`src/rtl/char_fifo_arbiter.sv`:
```
// Ring buffer arbiter sharing one single-port character RAM between UART RX writes and Morse reads.
// Build option CHAR_FIFO_OVERWRITE_OLDEST_EN: a write while full replaces the oldest character.
module char_fifo_arbiter #(
  parameter int ADDR_W = 11,
  parameter int DATA_W = 8
) (
  input  logic              clk_24,
  input  logic              rst,
  input  logic              wr_req,
  input  logic [DATA_W-1:0] wr_data,
  input  logic              rd_req,
  output logic [6:0]        rd_data,
  output logic              rd_valid,
  output logic              full,
  output logic              empty,
  output logic [ADDR_W:0]   count,
  output logic              overrun,
  output logic [ADDR_W-1:0] ram_addr,
  output logic [DATA_W-1:0] ram_din,
  output logic              ram_wre,
  input  logic [DATA_W-1:0] ram_dout,
  output logic [1:0]        state_dbg
);

  typedef enum logic [1:0] {
    IDLE    = 2'd0,
    WR      = 2'd1,
    RD_ADDR = 2'd2,
    RD_WAIT = 2'd3
  } state_t;

  localparam logic GRANT_RD = 1'b0;
  localparam logic GRANT_WR = 1'b1;
  localparam logic [ADDR_W:0] DEPTH_CNT = {1'b1, {ADDR_W{1'b0}}};

  state_t              state;
  logic [ADDR_W-1:0]   wr_ptr;
  logic [ADDR_W-1:0]   rd_ptr;
  logic                pending;
  logic [DATA_W-1:0]   pend_data;
  logic                last_grant;
  logic                want_wr;
  logic                want_rd;
  logic                grant_wr;
  logic                grant_rd;
  logic                unused_dout_hi;

  assign full           = (count == DEPTH_CNT);
  assign empty          = (count == '0);
  assign state_dbg      = state;
  assign unused_dout_hi = ^ram_dout[DATA_W-1:7];

  // Round robin only decides ties; a lone candidate wins without moving last_grant.
  assign want_wr  = pending;
  assign want_rd  = rd_req && !empty;
  assign grant_wr = (state == IDLE) && want_wr && (!want_rd || last_grant == GRANT_RD);
  assign grant_rd = (state == IDLE) && want_rd && (!want_wr || last_grant == GRANT_WR);

  always_ff @(posedge clk_24 or posedge rst) begin
    if (rst) begin
      state      <= IDLE;
      wr_ptr     <= '0;
      rd_ptr     <= '0;
      count      <= '0;
      pending    <= 1'b0;
      pend_data  <= '0;
      rd_data    <= '0;
      rd_valid   <= 1'b0;
      ram_wre    <= 1'b0;
      ram_addr   <= '0;
      ram_din    <= '0;
      overrun    <= 1'b0;
      last_grant <= GRANT_RD;
    end else begin
      rd_valid <= 1'b0;

      // The pending slot frees up in the same cycle it is granted, so a new strobe then is kept.
      if (wr_req) begin
        if (pending && !grant_wr) begin
          overrun <= 1'b1;
        end else begin
          pending   <= 1'b1;
          pend_data <= wr_data;
        end
      end else if (grant_wr) begin
        pending <= 1'b0;
      end

      case (state)
        IDLE: begin
          if (grant_wr) begin
            ram_addr <= wr_ptr;
            ram_din  <= pend_data;
            state    <= WR;
            if (want_rd) last_grant <= GRANT_WR;
            if (full) begin
              overrun <= 1'b1;
`ifdef CHAR_FIFO_OVERWRITE_OLDEST_EN
              ram_wre <= 1'b1;
`else
              ram_wre <= 1'b0;
`endif
            end else begin
              ram_wre <= 1'b1;
            end
          end else if (grant_rd) begin
            ram_addr <= rd_ptr;
            ram_wre  <= 1'b0;
            state    <= RD_ADDR;
            if (want_wr) last_grant <= GRANT_RD;
          end
        end
        WR: begin
          ram_wre <= 1'b0;
          state   <= IDLE;
          if (ram_wre) begin
            wr_ptr <= wr_ptr + 1'b1;
`ifdef CHAR_FIFO_OVERWRITE_OLDEST_EN
            if (full) rd_ptr <= rd_ptr + 1'b1;
            else      count  <= count + 1'b1;
`else
            count <= count + 1'b1;
`endif
          end
        end
        RD_ADDR: begin
          state <= RD_WAIT;
        end
        RD_WAIT: begin
          rd_data  <= ram_dout[6:0];
          rd_valid <= 1'b1;
          rd_ptr   <= rd_ptr + 1'b1;
          count    <= count - 1'b1;
          state    <= IDLE;
        end
        default: state <= IDLE;
      endcase
    end
  end

endmodule

```
`config.mk`:
```
export PLATFORM = sky130hd
export DESIGN_NAME = char_fifo_arbiter
export DESIGN_NICKNAME = d
export VERILOG_FILES = /design/src/rtl/char_fifo_arbiter.sv
export SDC_FILE = /design/constraint.sdc
export NUM_CORES = 1
export LEC_CHECK = 0
export BUFFER_PORTS_ARGS = -buffer_cell sky130_fd_sc_hd__buf_2
export CORE_UTILIZATION = 40
export DETAILED_ROUTE_END_ITERATION = 10
export SETUP_SLACK_MARGIN = 0.3
export SYNTH_ARGS = -nofsm -noshare
export SYNTH_HDL_FRONTEND = slang
export SYNTH_SLANG_ARGS = --single-unit
export TNS_END_PERCENT = 50
```
`constraint.sdc`:
```
create_clock -name clk_24 -period 7.1 [get_ports clk_24]
set_input_delay 1.42 -clock clk_24 [delete_from_list [all_inputs] [get_ports clk_24]]
set_output_delay 1.42 -clock clk_24 [all_outputs]
set_load 0.03 [all_outputs]
```
==> Flow_metrics.wiki <==
{| class="wikitable"
! Metric !! Value
|-
| TritonCTS clock tree || yes
|-
| Top-level I/O count || 65
|-
| Number of distinct library cell variants in the gate-level netlist after synthesis || 48
|-
| Max VDD drop || 0.2397 mV
|-
| Timing-limited maximum frequency || 304.6 MHz
|-
| Leading cell types by total area after synthesis || dfrtp_1 (53%), nand2_1 (5.1%), xnor2_1 (4.5%)
|-
| Global route overflow || 0
|-
| Diodes inserted || 0
|-
| Initial antenna violation count || 0
|-
| Critical Setup Path Class || flip-flop to flip-flop
|-
| Hold violation count in the final report || 0
|-
| Minimum setup slack among reg-to-reg paths || 3820 ps
|-
| Die outline width || 96.06 um
|-
| Worst slew margin relative to its limit || 34.31%
|-
| Number of cells upsized or downsized after cts || 0
|-
| Unrepaired setup endpoints after global routing || no
|-
| Fraction of post-synthesis cell area in the top cell type by area || 53.04%
|-
| Number of global-route vias before repair || 2520
|-
| Die height || 96.06 um
|-
| Non-filler instance count after layout || 501
|-
| Total number of clock tree sinks || 75
|-
| Clock slew at the register clock pins of the worst setup and hold paths || 80 ps
|-
| Worst path arrival time || 3530 ps
|-
| Post-synthesis share of cell area spent on xor and xnor gates || 6.436%
|-
| Post-synthesis compound-gate area fraction || 12.73%
|-
| Floorplan die area || 9227 um2
|-
| Crit path capture || count[8]$_DFFE_PP0P_
|-
| Pin count of the biggest net entering global routing || 60
|-
| Number of cells on the worst reg-to-reg path || 9
|-
| Filler cell count in the final layout || 777
|-
| Number of instances in the synthesized netlist || 323
|-
| Final setup violation count || 0
|-
| Worst flop-to-flop path startpoint || state_dbg[0]$_DFFE_PP0P_
|-
| Status || finished clean
|-
| Via-per-instance ratio || 5.279
|-
| DP HPWL || 4928 um
|-
| Type of destination of the critical path || flip-flop
|-
| Yosys Warn Count || 0
|-
| Worst clock skew on the final layout || 10.50 ps
|-
| Number of iterations in the first detailed-routing pass || 5
|-
| Worst setup path start || state_dbg[0]$_DFFE_PP0P_
|-
| Share of the clock period used by the worst path after layout || 46.23%
|-
| Power density relative to cell area || 477.0 nW/um2
|-
| Total number of nets in the final design || 425
|-
| Sequential fraction of the synthesis area || 53.04%
|-
| Post-synthesis async set-or-reset flop share || 100.0%
|-
| Count of input and output buffers || 63
|-
| Minimum period implied by the final worst setup slack || 3283 ps
|-
| Setup fix buffers added after clock tree synthesis || 0
|-
| Main flop type after synthesis || dfrtp_1
|-
| Count of max-cap constraint violations || 0
|-
| CTS H-tree lvls || 3
|-
| Required time of the critical path || 7350 ps
|-
| Quantity of hold-fixing buffers added after cts || 0
|-
| Global-route wire length before repair || 11990 um
|-
| Number of register bits inferred by synthesis || 75
|-
| Routed wire per std cell || 14.31 um
|-
| Endpoint of the worst register-to-register path || count[8]$_DFFE_PP0P_
|-
| Post-synth EDFFs || 0
|-
| Overall global routing resource usage || 17.26%
|-
| 1st-iter DRT viols || 123
|-
| Class of the worst hold path || flip-flop to flip-flop
|-
| Overall routed net length || 7168 um
|-
| Antenna-violating nets left || 0
|-
| Static leakage || 2.146 nW
|-
| Final Max Slew Viols || 0
|-
| Post-route DRC violation count || 0
|-
| Row count || 33
|-
| Weighted congestion reported at the end of routability-driven placement || 0.8324
|-
| Simple-Gate Fraction of Synth Area || 13.33%
|-
| Post-synthesis adder-cell area fraction || 4.809%
|-
| Largest fanout on the critical path || 23
|-
| Dominant combinational cell family by area after synthesis || simple AND/OR/NAND/NOR gates
|-
| Starting density of the core || 42.22%
|-
| Layout cells sized above 1 || 27.02%
|-
| Clock buffers created by TritonCTS || 9
|-
| Net count after synthesis || 356
|-
| Mean instance size in the synthesized netlist || 10.95 um2
|-
| Actual transition at the worst max-transition pin || 981.7 ps
|-
| Via count of the routed design || 2645
|-
| Combined area of all synthesized cells || 3538 um2
|-
| Sum Neg Setup Slack || 0 ps
|-
| Placed Cells incl. Taps || 486
|-
| Skew-Pair Late Insertion Delay || 350 ps
|-
| CP Launch Type || flip-flop
|-
| Area growth from synthesis to layout || 18.67%
|-
| Multiplexer area fraction after synthesis || 5.941%
|-
| Library cell occupying the most area in the post-synthesis netlist || dfrtp_1
|-
| Cell at the root of the clock tree || clkbuf_8
|-
| Clock Path Buffers || 2
|-
| Placeable core area || 8382 um2
|}
layout make-up:
class | count | area (um2) | area share (%)
inverter | 23 | 86.33 | 2.056
multi-input combinational | 217 | 1530 | 36.44
clock inverter | 6 | 112.6 | 2.682
clock buffer | 9 | 123.9 | 2.950
timing repair buffer | 66 | 337.8 | 8.045
tap | 105 | 131.4 | 3.129
sequential | 75 | 1877 | 44.70
flip-flops by register name, summed over array words and instances (netlist names):
signal,count
state_dbg,2
ram_addr,11
count,12
wr_ptr,11
rd_data,7
pend_data,8
pending,1
last_grant,1
ram_din,8
rd_ptr,11
ram_wre,1
overrun,1
rd_valid,1
report_power, final:
part	switching, W	internal, W	total, W
Clock	0.000160	0.000233	0.000393
Sequential	0.000133	0.000578	0.000710
Combinational	0.000551	0.000348	0.000900
layer usage:
layer / vias to the layer above / routed length [um] / part of all wire, % / GRT usage [%]
met2: 74 / 3287 / 46 / 27.54
met3: 10 / 381 / 5.3 / 5.529
met1: 1293 / 3405 / 48 / 22.18
met4: 0 / 93 / 1.3 / 5.597
li1: 1268 / - / - / -
met5: - / 0 / 0 / 0
Yosys cell counts, types with 6 or more instances:
master	instances
dfrtp_1	75
nor2_1	22
nand4_1	6
nand3_1	6
xor2_1	8
o21ai_0	10
a222oi_1	11
mux2_2	8
inv_1	23
nand2_1	48
mux2_4	8
xnor2_1	18
a21oi_1	13
ha_1	12
cell families (layout without fill, tap and decap cells):
| logic type | after synthesis | count (layout) |
|---|---|---|
| muxes | 16 | 16 |
| buffers and inverters | 31 | 104 |
| and+or+nand+nor | 101 | 101 |
| adders and majority gates | 13 | 13 |
| xor gates and xnor gates | 26 | 26 |
| AOI/OAI and AO/OA | 61 | 61 |
| DFF | 75 | 75 |
worst min path at each step:
stage | start | slack (ps) | to | cells after the start
2_1_floorplan | wr_ptr[10]$_DFFE_PP0P_ | 440 | wr_ptr[10]$_DFFE_PP0P_ | 1
3_3_place_gp | overrun$_DFF_PP0_ | 450 | overrun$_DFF_PP0_ | 1
3_5_place_dp | rd_data[5]$_DFFE_PP0P_ | 460 | rd_data[5]$_DFFE_PP0P_ | 2
4_1_cts | rd_data[5]$_DFFE_PP0P_ | 480 | rd_data[5]$_DFFE_PP0P_ | 2
5_1_grt | rd_data[6]$_DFFE_PP0P_ | 500 | rd_data[6]$_DFFE_PP0P_ | 2
6_report | rd_data[4]$_DFFE_PP0P_ | 470 | rd_data[4]$_DFFE_PP0P_ | 2
metrics by stage:
stage          hold slack (ps)  util (%)  power [W]  instance area, um2  setup WS, ps
6_report                 474.0     50.10   0.002003                4199          3817
5_1_grt                  496.7     50.10   0.002155                4199          3494
4_1_cts                  480.7     50.10   0.002028                4199          3790
3_5_place_dp             459.0     47.28   0.001623                3963          3804
3_3_place_gp             452.4     47.28   0.001603                3963          3842
2_1_floorplan            444.5         -   0.001398                3538          3770
worst max-delay path, stage by stage, from the launching register on:
cell and delay (ps):
dfrtp_1 440, nand2_1 340, inv_1 710, ha_1 410
nor2b_1 160, o31a_1 270, o31a_1 290, o21a_1 200
o21a_1 160, o31ai_1 190
layout by cell type, fill, tap and decap left out, types with 6 or more instances in the layout:
cell type  instances
dfrtp_1           75
buf_2             63
nand2_1           48
nor2_1            22
inv_1             22
xnor2_1           18
a21oi_1           13
ha_1              12
a222oi_1          11
o21ai_0           10
clkbuf_8           9
xor2_1             8
mux2_4             8
mux2_2             8
nand4_1            6
nand3_1            6
Power figures use the tool's default switching activity.
